`src/rtl/ifmap_free_ctrl.sv`:
```
// Ifmap buffer free controller: aggregates per-channel completes into bank
// free requests, queues them and hands them out round-robin over a valid/ready port.
module ifmap_free_ctrl #(
  parameter  int NUM_CH    = 4,
  parameter  int CNT_W     = 5,
  parameter  int NUM_BANKS = 4,
  parameter  int PEND_MAX  = 3,
  parameter  int L1_EVERY  = 2,
  parameter  int L2_EVERY  = 4,
  parameter  int L3_EVERY  = 1,
  localparam int BANK_W    = $clog2(NUM_BANKS),
  localparam int PEND_W    = $clog2(PEND_MAX + 1)
) (
  input  logic              clk,
  input  logic              rst,
  input  logic              start,
  input  logic [1:0]        layer_type,
  input  logic [CNT_W-1:0]  total_frees,
  input  logic [NUM_CH-1:0] complete,
  input  logic              free_ready,
  output logic              free_valid,
  output logic [BANK_W-1:0] free_bank,
  output logic              busy,
  output logic              layer_done,
  output logic              err
);

  typedef enum logic [1:0] {
    S_IDLE  = 2'd0,
    S_RUN   = 2'd1,
    S_DRAIN = 2'd2
  } state_t;

  state_t              state_q, state_d;
  logic [NUM_CH-1:0]   mask_q, mask_d;
  logic [CNT_W-1:0]    agg_q, agg_d;
  logic [CNT_W-1:0]    gen_q, gen_d;
  logic [CNT_W-1:0]    done_q, done_d;
  logic [CNT_W-1:0]    total_q, total_d;
  logic [CNT_W-1:0]    every_q, every_d;
  logic [PEND_W-1:0]   pend_q, pend_d;
  logic [BANK_W-1:0]   bank_d;
  logic                err_d;
  logic                ldone_d;

  logic                active;
  logic                hs;
  logic [NUM_CH-1:0]   mask_or;
  logic                dup;
  logic                evt;
  logic                exhausted;
  logic                at_every;
  logic                gen;

  // Event decode: complete is only observed while a layer runs and no start is present.
  always_comb begin
    active    = (state_q != S_IDLE) && !start;
    hs        = free_valid && free_ready;
    mask_or   = mask_q | complete;
    dup       = active && (|(mask_q & complete));
    evt       = active && (&mask_or);
    exhausted = (gen_q == total_q);
    at_every  = (agg_q == (every_q - CNT_W'(1)));
    gen       = evt && !exhausted && at_every;
  end

  always_comb begin
    state_d = state_q;
    mask_d  = mask_q;
    agg_d   = agg_q;
    gen_d   = gen_q;
    done_d  = done_q;
    total_d = total_q;
    every_d = every_q;
    pend_d  = pend_q;
    bank_d  = free_bank;
    err_d   = err;
    ldone_d = 1'b0;

    if (start) begin
      // Start (from any state) aborts and relatches; the bank pointer carries over.
      state_d = S_RUN;
      mask_d  = '0;
      agg_d   = '0;
      gen_d   = '0;
      done_d  = '0;
      pend_d  = '0;
      total_d = (total_frees == '0) ? CNT_W'(1) : total_frees;
      case (layer_type)
        2'd0:    every_d = CNT_W'(L1_EVERY);
        2'd1:    every_d = CNT_W'(L2_EVERY);
        2'd2:    every_d = CNT_W'(L3_EVERY);
        default: every_d = CNT_W'(1);
      endcase
      err_d = (layer_type == 2'd3);
    end else begin
      if (state_q != S_IDLE) begin
        mask_d = evt ? '0 : mask_or;
        if (dup) err_d = 1'b1;
        if (evt) begin
          if (exhausted)     err_d = 1'b1;
          else if (at_every) agg_d = '0;
          else               agg_d = agg_q + CNT_W'(1);
        end
      end

      if (gen) gen_d = gen_q + CNT_W'(1);

      if (hs) begin
        done_d = done_q + CNT_W'(1);
        bank_d = free_bank + BANK_W'(1);
      end

      case ({gen, hs})
        2'b10: begin
          if (pend_q == PEND_W'(PEND_MAX)) err_d  = 1'b1;
          else                             pend_d = pend_q + PEND_W'(1);
        end
        2'b01:   pend_d = pend_q - PEND_W'(1);
        default: pend_d = pend_q;
      endcase

      case (state_q)
        S_RUN: begin
          if (gen && (gen_d == total_q)) state_d = S_DRAIN;
        end
        S_DRAIN: begin
          if (hs && (done_d == total_q)) begin
            state_d = S_IDLE;
            ldone_d = 1'b1;
          end
        end
        default: state_d = state_q;
      endcase
    end
  end

  always_ff @(posedge clk) begin
    if (rst) begin
      state_q    <= S_IDLE;
      mask_q     <= '0;
      agg_q      <= '0;
      gen_q      <= '0;
      done_q     <= '0;
      total_q    <= '0;
      every_q    <= '0;
      pend_q     <= '0;
      free_bank  <= '0;
      free_valid <= 1'b0;
      busy       <= 1'b0;
      layer_done <= 1'b0;
      err        <= 1'b0;
    end else begin
      state_q    <= state_d;
      mask_q     <= mask_d;
      agg_q      <= agg_d;
      gen_q      <= gen_d;
      done_q     <= done_d;
      total_q    <= total_d;
      every_q    <= every_d;
      pend_q     <= pend_d;
      free_bank  <= bank_d;
      free_valid <= (pend_d != '0);
      busy       <= (state_d != S_IDLE);
      layer_done <= ldone_d;
      err        <= err_d;
    end
  end

endmodule

```
`config.mk`:
```
export PLATFORM = sky130hd
export DESIGN_NAME = ifmap_free_ctrl
export DESIGN_NICKNAME = d
export VERILOG_FILES = /design/src/rtl/ifmap_free_ctrl.sv
export SDC_FILE = /design/constraint.sdc
export NUM_CORES = 1
export LEC_CHECK = 0
export BUFFER_PORTS_ARGS = -buffer_cell sky130_fd_sc_hd__buf_4
export CELL_PAD_IN_SITES_DETAIL_PLACEMENT = 0
export CELL_PAD_IN_SITES_GLOBAL_PLACEMENT = 1
export CORE_UTILIZATION = 44
export CTS_CLUSTER_DIAMETER = 100
export DETAILED_ROUTE_END_ITERATION = 8
export PLACE_DENSITY_LB_ADDON = 0.05
export RECOVER_POWER = 25
export SLEW_MARGIN = 20
export SYNTH_ARGS = -nofsm -noshare
export SYNTH_HDL_FRONTEND = slang
export SYNTH_SLANG_ARGS = --single-unit
```
`constraint.sdc`:
```
create_clock -name clk -period 2.8 [get_ports clk]
set_input_delay 0.56 -clock clk [delete_from_list [all_inputs] [get_ports clk]]
set_output_delay 0.56 -clock clk [all_outputs]
set_load 0.005 [all_outputs]
```
After elaboration in Yosys (flattened, before gate mapping)
Cells that the tools add are included.
Widths: inputs -> output; s select.
- memories: 0
- output and inout port bits: 6
- ROM bits: 0
- bits of input ports: 15
- bits in writable memories: 0
- register bits: 39
- logic and storage cells: 80
- latch bits: 0
- magnitude comparators: 0
- divide/modulo/power cells: 0
- bitwise logic cells: 5
- equal/unequal tests: 11
- multipliers: 0
- $add $sub $neg: 7
- shift-type cells: 0
- reductions and logical operators: 21
- muxes and demuxes: 23
- operators with widths (kind ; number):
    $mux 5 ; 6
    $eq 5x5->1 ; 4
    $add 5x1->5 const B ; 3
    $mux 2 ; 5
    $eq 2x2->1 const B ; 4
    $logic_and 1x1->1 ; 8
    $mux 1 ; 8
    $pmux 2 s2 ; 2
    $eq 2x1->1 const B ; 3
    $pmux 3 s2 ; 1
    $reduce_bool 2->1 ; 3
    $logic_not 5->1 ; 1
    $sub 5x1->5 const B ; 1
    $add 2x1->2 const B ; 2
    $and 4x4->4 ; 1
    $mux 4 ; 1
    $or 4x4->4 ; 1
    $reduce_and 4->1 ; 1
    $reduce_or 4->1 ; 1
    $not 1->1 ; 3
    $reduce_and 3->1 ; 1
    $reduce_or 3->1 ; 1
    $logic_not 1->1 ; 2
    $logic_not 2->1 ; 1
    other kinds (3) ; 3

Logic depth before layout (Yosys ltp)
- depth in word-level cells: 13
- mapped depth: 13

Worst setup path after synthesis
No wires, ideal clock.
- kind: register to register
- from: register every_q[0]
- to: register free_valid
- stages on the path, launching flop included: 14
- setup slack: 0.498 ns
- arrival time: 2.169 ns
- clock period less this slack: 2.302 ns
- required time: 2.668 ns
- setup time: 0.132 ns
- cells stage by stage: dfxtp_1 -> inv_1 -> ha_1 -> ha_1 -> xor2_1 -> nor4_2 -> nand2_2 -> nor2_2 -> inv_1 -> ha_1 -> inv_1 -> o22ai_1 -> mux2i_1 -> a21oi_1
- word-level cells in the longest chain between the ends: 7
- elaborated cells between the ends (all ways): 8
- RTL lines (item ; line ; source):
    start: declaration ; 40 ; logic [CNT_W-1:0] every_q, every_d;
    start signal: assignment ; 160 ; every_q <= every_d;
    $sub 5x1->5 * ; 63 ; at_every = (agg_q == (every_q - CNT_W'(1)));
    $eq 5x5->1 * ; 63 ;
    $logic_and 1x1->1 * ; 64 ; gen = evt && !exhausted && at_every;
    $eq 2x1->1 / $eq 2x2->1 (equally long branches) ; 114 ; case ({gen, hs})
    $pmux 2 s2 * ; 114 ;
    $mux 2 * ; 80 ; if (start) begin
    $reduce_bool 2->1 * ; 163 ; free_valid <= (pend_d != '0);
    end signal: assignment ; 163 ;
    end: declaration ; 21 ; output logic free_valid,
Every way passes the cells marked *; elsewhere a longest branch is shown, timed or not.
A chain may end at the register's enable or synchronous reset.

Worst setup path after layout
- from: register state_q[0]
- to: register free_valid
- word-level cells in the longest chain between the ends: 9
- elaborated cells between the ends (all ways): 10
- RTL lines (item ; line ; source):
    start: declaration ; 34 ; state_t state_q, state_d;
    start signal: assignment ; 154 ; state_q <= state_d;
    $reduce_bool 2->1 * ; 57 ; active = (state_q != S_IDLE) && !start;
    $logic_and 1x1->1 * ; 57 ;
    $logic_and 1x1->1 * ; 61 ; evt = active && (&mask_or);
    $logic_and 1x1->1 * (2 in series) ; 64 ;
    $eq 2x1->1 / $eq 2x2->1 (equally long branches) ; 114 ;
    $pmux 2 s2 * ; 114 ;
    $mux 2 * ; 80 ;
    $reduce_bool 2->1 * ; 163 ;
Marks and branches as above.

==> run summary <==
Ranked by total cell area, the synthesized netlist is headed by sky130_fd_sc_hd__dfxtp_1, sky130_fd_sc_hd__ha_1, sky130_fd_sc_hd__xnor2_1. For this design, the slowest cell found on the critical path is sky130_fd_sc_hd__dfxtp_1. After filler insertion, the fill cell instance count of the layout stands at 432. The remaining max-slew budget at the tightest pin is 34.4%. The startpoint identified for the worst register-to-register timing path is state_q[0]. The power density over the cells is 436 mW/mm^2.

The critical path data required time came out at 2960 ps. The library cell used most frequently in the layout, excluding fill and tap cells, is sky130_fd_sc_hd__dfxtp_1. The arrival time at the worst endpoint came out at 2570 ps. The final global-route overflow total came out at 0. The final layout contains routed wiring with a total length of 4000 um. The number of library cell types mapped by synthesis is 46. The final layout contains 284 nets.

The DRC marker count from the first detailed-route iteration came out at 68. The number of rows in the core area came out at 24. The CTS tree is yes. The maximum clock insertion buffer count came out at 2. The placeable core region came out at 0.00441 sq mm.

The portion of synthesized cell area occupied by the leading cell type came out at 36.3%. The final sum of negative setup slack came out at 0 ps. The register area is 741 sq um. The initial antenna violation count is 0. The maximum operating frequency came out at 0.414 GHz.

The via count of the first global-routing pass was 1,444. The max-capacitance violation count came out at 0. The average routed wire per standard cell is 13.0 um.

The initial core utilization is 46.3%. The area added between synthesis and finish came out at 13.5%. The first detailed-routing pass took 4 iterations. The routability congestion estimate from global placement is 0.860.

The routed layout has 1,597 vias. The average cell area after synthesis came out at 8.76 sq um. The worst-case vdd ir drop is 211 uV. The depth of the worst hold-timing path came out at 2.

Dividing the final minimum period by the clock period gives 86.3%. Hold repair after CTS inserted 0 buffers. The sequential area share after synthesis is 36.3%. The routed design uses 1770 um of met2 wire. The post-CTS setup buffer count is 0. The combined global-route utilization of all metal layers is 17.9%.

The worst hold path belongs to the class reg -> reg. In this run, placement finished with an instance count of 301. The floorplan step set the die height to 70.1 um.

The capturing element type of the critical path is a flip-flop. The area enclosed by the die boundary is 0.00492 sq mm. In this run the critical register-to-register path is captured at free_valid. The count of buffers inserted at the top-level ports is 20. The design draws 1.01 mW. Routed signal wires occupy layers up through met4. The clock-pin transition on the worst setup and hold timing paths came out at 70 ps.

Summing all multi-input logic gate instances after layout gives 0.00121 sq mm. Counting stages on the worst path, the most repeated cell is sky130_fd_sc_hd__inv_1. The wire length of the first global-routing pass is 6840 um. The total leakage power is 0.905 nW. Summed over all nets, wire length on met3 after detailed routing comes to 136 um. The synthesized instance count came out at 233.

The worst hold path terminates at done_q[1]. The number of nets handed over by synthesis was 261. The worst-case reg-to-reg path depth came out at 12. The I/O pin count is 21. In this run the clock root is driven by a sky130_fd_sc_hd__clkbuf_8. The share of layout cells above drive strength 1 is 14.8%. The number of gates resized after cts came out at 0.

Along the worst path, the maximum fanout reaches 6. In this design, the largest share of critical-path delay is due to simple AND/OR/NAND/NOR gates. The met1 wire length came out at 2030 um.

The worst-skew pair later-pin latency came out at 290 ps. The combined area of all synthesized cells is 0.00204 sq mm. The final setup violation count is 0. The post-layout minimum cycle time is 2420 ps. The worst clock skew is 3.85 ps. The async set or reset register ratio after synthesis came out at 0%. The H-tree generated during clock tree synthesis spans 2 levels. The largest incremental delay on the critical path came out at 420 ps. The number of diodes added for antenna fixing is 0.

The worst hold path begins at done_q[1]. The slack of the worst reg-to-reg path is 380 ps. The clock net in this run drives a total of 37 sinks. The warning count from the yosys run is 0. The floorplan step set the die width to 70.1 um. The slew at the pin closest to its max-slew limit came out at 985 ps. The ratio of routed vias to standard cells is 5.17.

The final instance count without filler cells came out at 309. STA classifies the critical path startpoint as a flip-flop. The total buffers and inverters traversed by the critical path is 3.

Entering global routing, the biggest net connects 21 pins. Setup repair after global routing left no endpoint under its margin. In this run, CTS created clock tree buffers numbering 5. The number of enable flip-flop cells after synthesis came out at 0. The most used flip-flop cell after synthesis is sky130_fd_sc_hd__dfxtp_1. The synthesized design spends more area on one cell type than any other, namely sky130_fd_sc_hd__dfxtp_1. The number of hold violations in the final report is 0. The placed wire-length estimate came out at 2930 um. The final max-slew violation count is 0. The critical path class is reg -> reg.

The run finished with clean final reports. In the routed design, unresolved DRC markers number 0. The register bit count reported by yosys came out at 37.

The number of nets with antenna violations after detailed routing came out at 0. The library cells used most frequently in the layout, excluding fill and tap cells, are sky130_fd_sc_hd__dfxtp_1, sky130_fd_sc_hd__nor2_1, sky130_fd_sc_hd__buf_4. Traced cell by cell, the critical path runs through inv_1, ha_1, o21bai_1, nor4_4, o31ai_4, nor2_2, inv_1, ha_1, inv_1, o22ai_1, mux2i_1, a21oi_1.
==> metal layers <==
metal / global-route usage [%] / vias to the layer above
met5: 0 / -
met2: 27.1 / 24
met1: 24.3 / 729
met4: 7.33 / 0
li1: - / 839
met3: 4.47 / 5
==> sequential cells by signal, summed over array words and instances (netlist names) <==
signal and flops:
agg_q 5, busy 1, done_q 5, err 1
every_q 3, free_bank 2, free_valid 1, gen_q 5
layer_done 1, mask_q 4, pend_q 2, state_q 2
total_q 5
==> stage by stage <==
| step | utilization [%] | area, sq um | hold slack (ps) | setup slack [ps] |
|---|---|---|---|---|
| 3_3_place_gp | 50.8 | 2240 | 473 | 360 |
| 5_1_grt | 52.5 | 2320 | 529 | 88.5 |
| 4_1_cts | 52.6 | 2320 | 489 | 347 |
| 3_5_place_dp | 50.8 | 2240 | 478 | 370 |
| 6_report | 52.5 | 2320 | 481 | 383 |
| 2_1_floorplan | - | 2040 | 449 | 498 |
==> Yosys cell counts (3+ instances only) <==
cell type                  number
sky130_fd_sc_hd__clkbuf_1       4
sky130_fd_sc_hd__xnor2_1       15
sky130_fd_sc_hd__o21ai_1        3
sky130_fd_sc_hd__a21oi_1       16
sky130_fd_sc_hd__mux2i_1        8
sky130_fd_sc_hd__or3_1          3
sky130_fd_sc_hd__nand2b_1       3
sky130_fd_sc_hd__ha_1          13
sky130_fd_sc_hd__nand2_1       15
sky130_fd_sc_hd__nor3_1         6
sky130_fd_sc_hd__o22ai_1        3
sky130_fd_sc_hd__inv_1         15
sky130_fd_sc_hd__nor2_1        33
sky130_fd_sc_hd__a21o_1         3
sky130_fd_sc_hd__nand3_1        9
sky130_fd_sc_hd__dfxtp_1       37
sky130_fd_sc_hd__xor2_1         9
==> final cells by class <==
class,instances,share of cell area (%)
Clock buffer,8,3.46
Multi-Input combinational cell,173,52.1
Inverter,17,2.75
Tap cell,52,2.81
Timing Repair Buffer,22,6.97
Sequential cell,37,32.0
==> worst reg2reg max path, stage by stage, from the launching register on <==
cell                       delay [ps]
sky130_fd_sc_hd__dfxtp_1          420
sky130_fd_sc_hd__inv_1             90
sky130_fd_sc_hd__ha_1             240
sky130_fd_sc_hd__o21bai_1         210
sky130_fd_sc_hd__nor4_4           290
sky130_fd_sc_hd__o31ai_4          140
sky130_fd_sc_hd__nor2_2           230
sky130_fd_sc_hd__inv_1             70
sky130_fd_sc_hd__ha_1             190
sky130_fd_sc_hd__inv_1             60
sky130_fd_sc_hd__o22ai_1           70
sky130_fd_sc_hd__mux2i_1          180
sky130_fd_sc_hd__a21oi_1           90
==> worst max-delay path by stage <==
stage | start | endpoint | slack, ps | depth (start not counted)
detailed placement | state_q[0] | free_valid | 370 | 12
global route | state_q[0] | free_valid | 90 | 12
floorplan | every_q[0] | free_valid | 500 | 13
global placement | state_q[0] | free_valid | 360 | 12
finish | state_q[0] | free_valid | 380 | 12
CTS | state_q[0] | free_valid | 350 | 12
==> power breakdown <==
part           internal (mW)  leakage [nW]  switching, mW  total, mW
registers              0.538         0.301         0.0128      0.551
clock network          0.177        0.0395          0.180      0.357
logic                 0.0498         0.565         0.0544      0.104
==> cell families (layout without fill, tap and decap cells) <==
kind of cell             after synthesis  count (layout)  synth area share [%]
AND/OR/NAND/NOR                       86              86                  21.0
AO/OA/AOI/OAI                         39              39                  12.8
flip-flops                            37              37                  36.3
XOR/XNOR                              27              27                  13.4
buffers and inverters                 23              47                  4.66
adder cells (fa/ha/maj)               13              13                  7.97
multiplexers                           8               8                  3.92
Note: power is estimated with default switching activity, not from simulation.
